## config.mk

```make
export PLATFORM = sky130hd
export DESIGN_NAME = id_ex_stage
export DESIGN_NICKNAME = d
export VERILOG_FILES = /design/src/rtl/cpu_pkg.sv /design/src/rtl/id_ex_stage_hazard_unit.sv /design/src/rtl/id_ex_stage.sv
export SDC_FILE = /design/constraint.sdc
export NUM_CORES = 1
export LEC_CHECK = 0
export BUFFER_PORTS_ARGS = -buffer_cell sky130_fd_sc_hd__buf_2
export CELL_PAD_IN_SITES_DETAIL_PLACEMENT = 2
export CELL_PAD_IN_SITES_GLOBAL_PLACEMENT = 2
export CORE_MARGIN = 5
export CORE_UTILIZATION = 23
export DETAILED_ROUTE_END_ITERATION = 16
export GPL_TIMING_DRIVEN = 0
export PLACE_DENSITY_LB_ADDON = 0.25
export RECOVER_POWER = 50
export SLEW_MARGIN = 20
export SYNTH_ARGS = -nofsm -noshare
export SYNTH_HDL_FRONTEND = slang
export SYNTH_SLANG_ARGS = --single-unit
```

## constraint.sdc

```tcl
create_clock -name clk -period 6.4 [get_ports clk]
set_clock_uncertainty 0.2 [all_clocks]
set_input_delay 0.64 -clock clk [delete_from_list [all_inputs] [get_ports clk]]
set_output_delay 0.64 -clock clk [all_outputs]
set_load 0.01 [all_outputs]
```

## src/rtl/cpu_pkg.sv

```systemverilog
// Shared core types: decoded control bundle, ALU opcodes and datapath widths.
package cpu_pkg;

    localparam int DATA_W     = 64;
    localparam int REG_ADDR_W = 5;
    localparam int ALU_OP_W   = 4;

    typedef enum logic [ALU_OP_W-1:0] {
        ALU_ADD  = 4'd0,
        ALU_SUB  = 4'd1,
        ALU_AND  = 4'd2,
        ALU_OR   = 4'd3,
        ALU_XOR  = 4'd4,
        ALU_SLL  = 4'd5,
        ALU_SRL  = 4'd6,
        ALU_SRA  = 4'd7,
        ALU_SLT  = 4'd8,
        ALU_SLTU = 4'd9
    } alu_op_e;

    typedef struct packed {
        logic    reg_write;
        logic    mem_read;
        logic    mem_write;
        logic    mem_to_reg;
        logic    alu_src;
        alu_op_e alu_op;
    } ctrl_t;

    localparam ctrl_t CTRL_NOP = '0;

endpackage

```

## src/rtl/id_ex_stage_hazard_unit.sv

```systemverilog
// Load-use detection: a load in EX feeding either ID source forces one bubble.
module hazard_unit #(
    parameter int REG_ADDR_W = cpu_pkg::REG_ADDR_W
) (
    input  logic                  id_valid,
    input  logic [REG_ADDR_W-1:0] id_rs1,
    input  logic [REG_ADDR_W-1:0] id_rs2,
    input  logic                  ex_valid,
    input  logic                  ex_mem_read,
    input  logic [REG_ADDR_W-1:0] ex_rd,
    input  logic                  flush,
    output logic                  hazard,
    output logic                  stall
);

    logic rd_nz;
    logic rd_hit;

    assign rd_nz  = (ex_rd != '0);
    assign rd_hit = (ex_rd == id_rs1) || (ex_rd == id_rs2);
    assign hazard = id_valid && ex_valid && ex_mem_read && rd_nz && rd_hit;
    // A redirect discards the ID instruction, so holding IF/ID is pointless.
    assign stall  = hazard && !flush;

endmodule

```

## src/rtl/id_ex_stage.sv

```systemverilog
// ID/EX pipeline register with WB same-cycle bypass and load-use bubble.
module id_ex_stage
    import cpu_pkg::*;
#(
    parameter int DATA_W     = cpu_pkg::DATA_W,
    parameter int REG_ADDR_W = cpu_pkg::REG_ADDR_W
) (
    input  logic                  clk,
    input  logic                  rst,
    input  logic                  id_valid,
    input  logic [REG_ADDR_W-1:0] id_rs1,
    input  logic [REG_ADDR_W-1:0] id_rs2,
    input  logic [REG_ADDR_W-1:0] id_rd,
    input  logic [DATA_W-1:0]     read_data_1,
    input  logic [DATA_W-1:0]     read_data_2,
    input  logic [DATA_W-1:0]     id_imm,
    input  ctrl_t                 id_ctrl,
    input  logic                  wb_reg_write,
    input  logic [REG_ADDR_W-1:0] wb_rd,
    input  logic [DATA_W-1:0]     wb_data,
    input  logic                  flush,
    output logic                  stall_if_id,
    output logic                  ex_valid,
    output logic [REG_ADDR_W-1:0] ex_rs1,
    output logic [REG_ADDR_W-1:0] ex_rs2,
    output logic [REG_ADDR_W-1:0] ex_rd,
    output logic [DATA_W-1:0]     ex_op1,
    output logic [DATA_W-1:0]     ex_op2,
    output logic [DATA_W-1:0]     ex_imm,
    output ctrl_t                 ex_ctrl
);

    logic              hazard;
    logic [DATA_W-1:0] op1;
    logic [DATA_W-1:0] op2;
    logic              byp1;
    logic              byp2;

    hazard_unit #(
        .REG_ADDR_W (REG_ADDR_W)
    ) u_hazard (
        .id_valid    (id_valid),
        .id_rs1      (id_rs1),
        .id_rs2      (id_rs2),
        .ex_valid    (ex_valid),
        .ex_mem_read (ex_ctrl.mem_read),
        .ex_rd       (ex_rd),
        .flush       (flush),
        .hazard      (hazard),
        .stall       (stall_if_id)
    );

    // Register file lacks write-through, so WB data is forwarded here.
    assign byp1 = wb_reg_write && (wb_rd != '0) && (wb_rd == id_rs1);
    assign byp2 = wb_reg_write && (wb_rd != '0) && (wb_rd == id_rs2);

    always_comb begin
        op1 = read_data_1;
        op2 = read_data_2;
        if (byp1) op1 = wb_data;
        if (byp2) op2 = wb_data;
        if (id_rs1 == '0) op1 = '0;
        if (id_rs2 == '0) op2 = '0;
    end

    always_ff @(posedge clk or posedge rst) begin
        if (rst) begin
            ex_valid <= 1'b0;
            ex_rs1   <= '0;
            ex_rs2   <= '0;
            ex_rd    <= '0;
            ex_op1   <= '0;
            ex_op2   <= '0;
            ex_imm   <= '0;
            ex_ctrl  <= CTRL_NOP;
        end else if (flush || hazard) begin
            ex_valid <= 1'b0;
            ex_rs1   <= '0;
            ex_rs2   <= '0;
            ex_rd    <= '0;
            ex_op1   <= '0;
            ex_op2   <= '0;
            ex_imm   <= '0;
            ex_ctrl  <= CTRL_NOP;
        end else begin
            ex_valid <= id_valid;
            ex_rs1   <= id_rs1;
            ex_rs2   <= id_rs2;
            ex_rd    <= id_rd;
            ex_op1   <= op1;
            ex_op2   <= op2;
            ex_imm   <= id_imm;
            ex_ctrl  <= id_valid ? id_ctrl : CTRL_NOP;
        end
    end

endmodule

```

==> run metrics, run 1 <==
outcome=finished, violations left; failing checks=capacitance limit, slew limit; maxcap violations=2; Final GP Congestion=0.802; Remaining Overflow, GRT=0; htree depth=1; largest net degree at the start of global routing=34; worst vdd ir=0.173 mV; drt pass-1 iters=4; post-CTS setup-driven buffer insertion count=0; Ys Warns=0; synth unique cells=24; DR WL/cell=about 23 microns; flop-to-flop setup slack=3.70 ns; hold depth=2; Net Count, Synth=946; clock sink count=217; Critical Path AT=4.35 ns; Setup TNS=0 ns; most frequent cells in the layout=buf_2 (333), dfrtp_1 (217), clkbuf_1 (216); synthesized area per cell=13.0 sq um; Slew Viols, Final=between 50 and 60; Num CTS Buffers=27; Via density=4.37; crit start category=input pin; HPWL Detailed=between 30,000 and 40,000 microns; CTS tree=built; number of enable flip-flop cells after synthesis=0; Fillers=4,103; Post-Syn Area=8520 sq um; Core Footprint=36,600 sq um; fin crit share=0.598; most common cell after layout, fill and taps aside=buf_2; Die W=approximately 200 microns; DP Cell Count=1,639; GR peak layer=met2; CTS resizes=0; slew at the pin closest to its max-slew limit=1.69 ns; critical-path maximum fanout=27; Syn Inst Count=around 660; Setup crit end kind=async pin; min Tclk post-route=3.82 ns; pwr/cell area=272 nW/um^2; Final Setup Violations=0; Pleak=5.71 nW; initial antenna violation count=16; Final Hold Fails=0; Post-DRT Antenna Nets=0; Post-Route WL=39,100 microns; Root Driver=clkbuf_16; flops & latches, synth=217; Area Overhead vs Synth=45.7%; M1 GR Usage=0.201; Rows=70; first-pass GRT wire length=57,400 microns; share of layout cells above drive strength 1=0.325; Crit path required time=6.93 ns; met3 GRT Util=0.0885; Iteration-0 DRC Markers=about 170; met2 Track Usage GR=0.326; Seq/Total Area, Yosys=0.637; Main synth FF type=dfrtp_1; RSZ-0062 raised after global routing=no; PortBufs=507; Critical R2R Launch=ex_rd[4]$_DFF_PP0_; clock buffer depth=3; WHS=0.0932 ns; Starting Density=0.233; CP Class=input pin to async pin; hold endpoint=ex_imm[12]$_DFF_PP0_; Clock transition at path regs=0.06 ns; Peak Freq=261 MHz; fin cells=1,691; I/O Pins=slightly above 500; CP startpoint=rst; Reg2Reg Depth=7; vias in the first global route=slightly below 9,000; Die Y=202 microns; gr usage total=0.184; Rel. slew slack=-0.130; Hold Crit Start=id_imm[12]; Die ar.=~41,000 sq um; HP Class=input pin to flop; routed vias=7,382; worst-skew pair later-pin latency=0.55 ns; capturing point of the worst reg2reg path=ex_op1[3]$_DFF_PP0_; FFs w/ async S/R, synth=1.00; Residual DRC=0; nets@finish=~1,500
[metal layers]
metal | wire [microns] | share of wire
met2 | 19500 | 0.50
met1 | 14300 | 0.37
met4 | 935 | 0.024
met5 | 112 | 0.0029
met3 | 4200 | 0.11
[kinds of logic (layout without fill, tap and decap cells)]
group	Yosys count	after routing	share of synthesized area
AO/OA/AOI/OAI	6	6	0.00441
XOR/XNOR	20	20	0.0206
buffers and inverters	50	611	0.0363
flip-flops	217	217	0.637
multiplexers	128	128	0.150
other	0	6	0
AND/OR/NAND/NOR	235	235	0.151
[stage by stage]
| stage | cell area (sq um) | setup WS [ns] | utilization | power (mW) |
|---|---|---|---|---|
| finish | 12400 | 2.58 | 0.339 | 3.38 |
| global route | 12400 | 1.97 | 0.339 | 3.54 |
| CTS | 12700 | 3.46 | 0.347 | 3.47 |
| detailed placement | 11800 | 3.14 | 0.323 | 1.94 |
| global placement | 11600 | 1.13 | 0.318 | 1.91 |
| floorplan | 8530 | 2.73 | - | 1.67 |
[sequential cells by signal, summed over array words and instances (netlist names)]
signal / flops
ex_imm: 64
ex_op1: 64
ex_op2: 64
ex_ctrl: 9
ex_rd: 5
ex_rs1: 5
ex_rs2: 5
ex_valid: 1
[layout make-up]
type                            instances  area (sq um)  area share
Sequential cell                       217          5430       0.437
Multi-Input combinational cell        389          2790       0.224
Timing Repair Buffer                  516          2440       0.196
Clock buffer                           39           771      0.0621
Tap cell                              468           586      0.0471
Buffer                                 49           305      0.0246
Clock inverter                          6          86.3     0.00695
Antenna cell                            6          15.0     0.00121
Inverter                                1          5.00    0.000403
[timing repair]
item	in CTS	in global routing
hold buffers	1	0
hold endpoints to repair	17	0
endpoints found under the setup margin	0	0
[synthesized netlist by cell type, types with 2 or more instances]
master / instances / area [sq um]
and2_1: 88 / 551
xnor2_1: 16 / 140
buf_6: 14 / 158
nor4_1: 2 / 12.5
clkbuf_1: 23 / 86.3
nor2_1: 4 / 15.0
mux2i_1: 128 / 1280
or4_1: 3 / 22.5
a21oi_1: 2 / 10.0
nand3_1: 5 / 25.0
nor3_1: 129 / 646
xor2_1: 4 / 35.0
nand2_1: 3 / 11.3
buf_2: 9 / 45.0
dfrtp_1: 217 / 5430
[how the worst max path moves through the flow]
stage | cells past startpoint | endpoint
2_1_floorplan | 1 | ex_ctrl[0]$_DFF_PP0_
3_3_place_gp | 2 | ex_op1[51]$_DFF_PP0_
3_5_place_dp | 5 | ex_op2[4]$_DFF_PP0_
4_1_cts | 6 | stall_if_id
5_1_grt | 7 | ex_op2[58]$_DFF_PP0_
6_report | 7 | ex_op2[47]$_DFF_PP0_
[where the power goes]
group	leakage, nW	internal (mW)	switching (mW)
clock network	0.418	0.907	0.591
logic	2.48	0.169	0.240
registers	2.81	1.45	0.0241
total	5.71	2.52	0.855
[critical path, cell delays in order]
cell           delay [ns]
dlygate4sd3_1        0.53
buf_2                0.12
clkinvlp_2           0.51
clkbuf_1             0.80
clkbuf_1             1.21
buf_12               0.28
buf_12               0.21
(Power assumes the default switching activity.)
==> run 2, diff against run 1 <==
CORE_AREA = 5 5 193 195   (was unset)
CORE_MARGIN = unset   (was 5)
CORE_UTILIZATION = unset   (was 23)
DIE_AREA = 0 0 198 200   (was unset)
clock period = 3.85 ns   (was 6.4 ns; I/O delays follow)
==> run metrics, run 2 (synthesis results as in run 1) <==
outcome=finished, final reports clean (was finished, violations left); critical-path maximum fanout=10 (was 27); largest net degree at the start of global routing=34 (unchanged); nets@finish=1,797 (was 1,491); Setup crit end kind=flop (was async pin); Die Y=200 microns (was 202 microns); # hold bufs at CTS=308 (was 1); I/O Pins=508 (unchanged); Remaining Overflow, GRT=0 (unchanged); PortBufs=507 (unchanged); RSZ-0062 raised after global routing=no (unchanged); worst vdd ir=0.320 mV (was 0.173 mV); Crit path required time=4.05 ns (was 6.93 ns); Rel. slew slack=0.0835 (was -0.130); CTS resizes=0 (unchanged); Clock transition at path regs=0.07 ns (was 0.06 ns); Die W=198 microns (was 202 microns); initial antenna violation count=14 (was 16); drt pass-1 iters=6 (was 4); share of layout cells above drive strength 1=0.254 (was 0.325); Starting Density=0.242 (was 0.233); Fillers=3,731 (was 4,103); CTS tree=built (unchanged); min Tclk post-route=3.04 ns; maxcap violations=0 (was 2); fin crit share=0.790; most common cell after layout, fill and taps aside=buf_2 (unchanged); clock sink count=217 (unchanged); gr usage total=0.239 (was 0.184); Slew Viols, Final=0 (was 54); post-CTS setup-driven buffer insertion count=0 (unchanged); DR WL/cell=25.6 microns (was 23.1 microns); Root Driver=clkbuf_16 (unchanged); Num CTS Buffers=26 (was 27); crit start category=input pin (unchanged); most frequent cells in the layout=buf_2 (320), dlygate4sd3_1 (309), clkbuf_1 (225) (was buf_2 (333), dfrtp_1 (217), clkbuf_1 (216)); Layout Utilization=0.441 (was 0.339); Final Hold Fails=0 (unchanged); Core Footprint=35,200 sq um (was 36,600 sq um); Die ar.=39,600 sq um (was 41,000 sq um); CP Class=input pin to flop (was input pin to async pin); Peak Freq=329 MHz; HPWL Detailed=31,000 microns (was 31,600 microns); Residual DRC=0 (unchanged); Critical Path AT=3.24 ns (was 4.35 ns); Post-DRT Antenna Nets=0 (unchanged); Rows=69 (was 70); Final Setup Violations=0 (unchanged); first-pass GRT wire length=71,700 microns (was 57,400 microns); Post-Route WL=51,200 microns (was 39,100 microns); slew at the pin closest to its max-slew limit=1.37 ns (was 1.69 ns); pwr/cell area=394 nW/um^2 (was 272 nW/um^2); htree depth=1 (unchanged); biggest regs=ex_imm x64, ex_op1 x64, ex_op2 x64 (unchanged); Iteration-0 DRC Markers=257 (was 171); Via density=4.50 (was 4.37); vias in the first global route=11,000 (was 8,663); WHS=0.0199 ns (was 0.0932 ns); routed vias=8,980 (was 7,382); Area Overhead vs Synth=82.4% (was 45.7%); HP Class=input pin to flop (unchanged); clock buffer depth=3 (unchanged); Pleak=6.98 nW (was 5.71 nW); worst-skew pair later-pin latency=0.53 ns (was 0.55 ns); Final GP Congestion=0.775 (was 0.802)
run 2: critical path, stage by stage:
cell and delay, ns:
dlygate4sd3_1 0.53, buf_2 0.16, xnor2_1 0.20, nand3_1 0.12, nor4_1 0.34, buf_6 0.26
buf_6 0.21, mux2i_1 0.10, dlygate4sd3_1 0.60, nor3_1 0.33
run 2: final timing paths:
path / to / startpoint / slack, ns / depth (start not counted)
setup / recovery: ex_op2[24]$_DFF_PP0_ / id_rs2[4] / 0.81 / 10
max in group asynchronous: ex_op1[57]$_DFF_PP0_ / rst / 1.04 / 6
min in group asynchronous: ex_imm[12]$_DFF_PP0_ / rst / 0.42 / 3
hold reg to reg: ex_valid$_DFF_PP0_ / ex_valid$_DFF_PP0_ / 0.90 / 3
hold / removal: ex_op1[5]$_DFF_PP0_ / wb_data[5] / 0.02 / 3
setup reg to reg: ex_op2[35]$_DFF_PP0_ / ex_rd[0]$_DFF_PP0_ / 1.01 / 7
run 2: final cells by class:
cell class,count,area (sq um),area share
Clock buffer,39,791,0.0509
Multi-Input combinational cell,389,2790,0.179
Sequential cell,217,5430,0.349
Inverter,1,5.00,0.000322
Antenna cell,9,22.5,0.00145
Buffer,49,305,0.0196
Clock inverter,8,118,0.00757
Tap cell,461,577,0.0371
Timing Repair Buffer,823,5510,0.354
run 2: power by group:
part / switching (mW) / internal (mW)
combinational: 0.509 / 0.496
clock: 1.05 / 1.61
sequential: 0.0546 / 2.40
run 2: metrics by stage:
step | power [mW] | setup WS [ns] | TNS, ns | cell area [sq um] | std cells
after floorplan | 2.77 | 0.439 | 0 | 8530 | 656
after global placement | 3.17 | -1.11 | -233.00 | 11600 | 1624
after detailed placement | 3.20 | 0.892 | 0 | 11800 | 1631
after CTS | 6.13 | 0.904 | 0 | 15800 | 1986
after global routing | 6.36 | 0.670 | 0 | 15500 | 1995
final | 6.12 | 0.810 | 0 | 15500 | 1996
run 2: routing by layer:
metal	routed length, microns	part of all wire	track usage
met1	18200	0.35	0.254
met2	26800	0.52	0.446
met3	3970	0.078	0.0747
met4	2150	0.042	0.0893
met5	61	0.0012	0
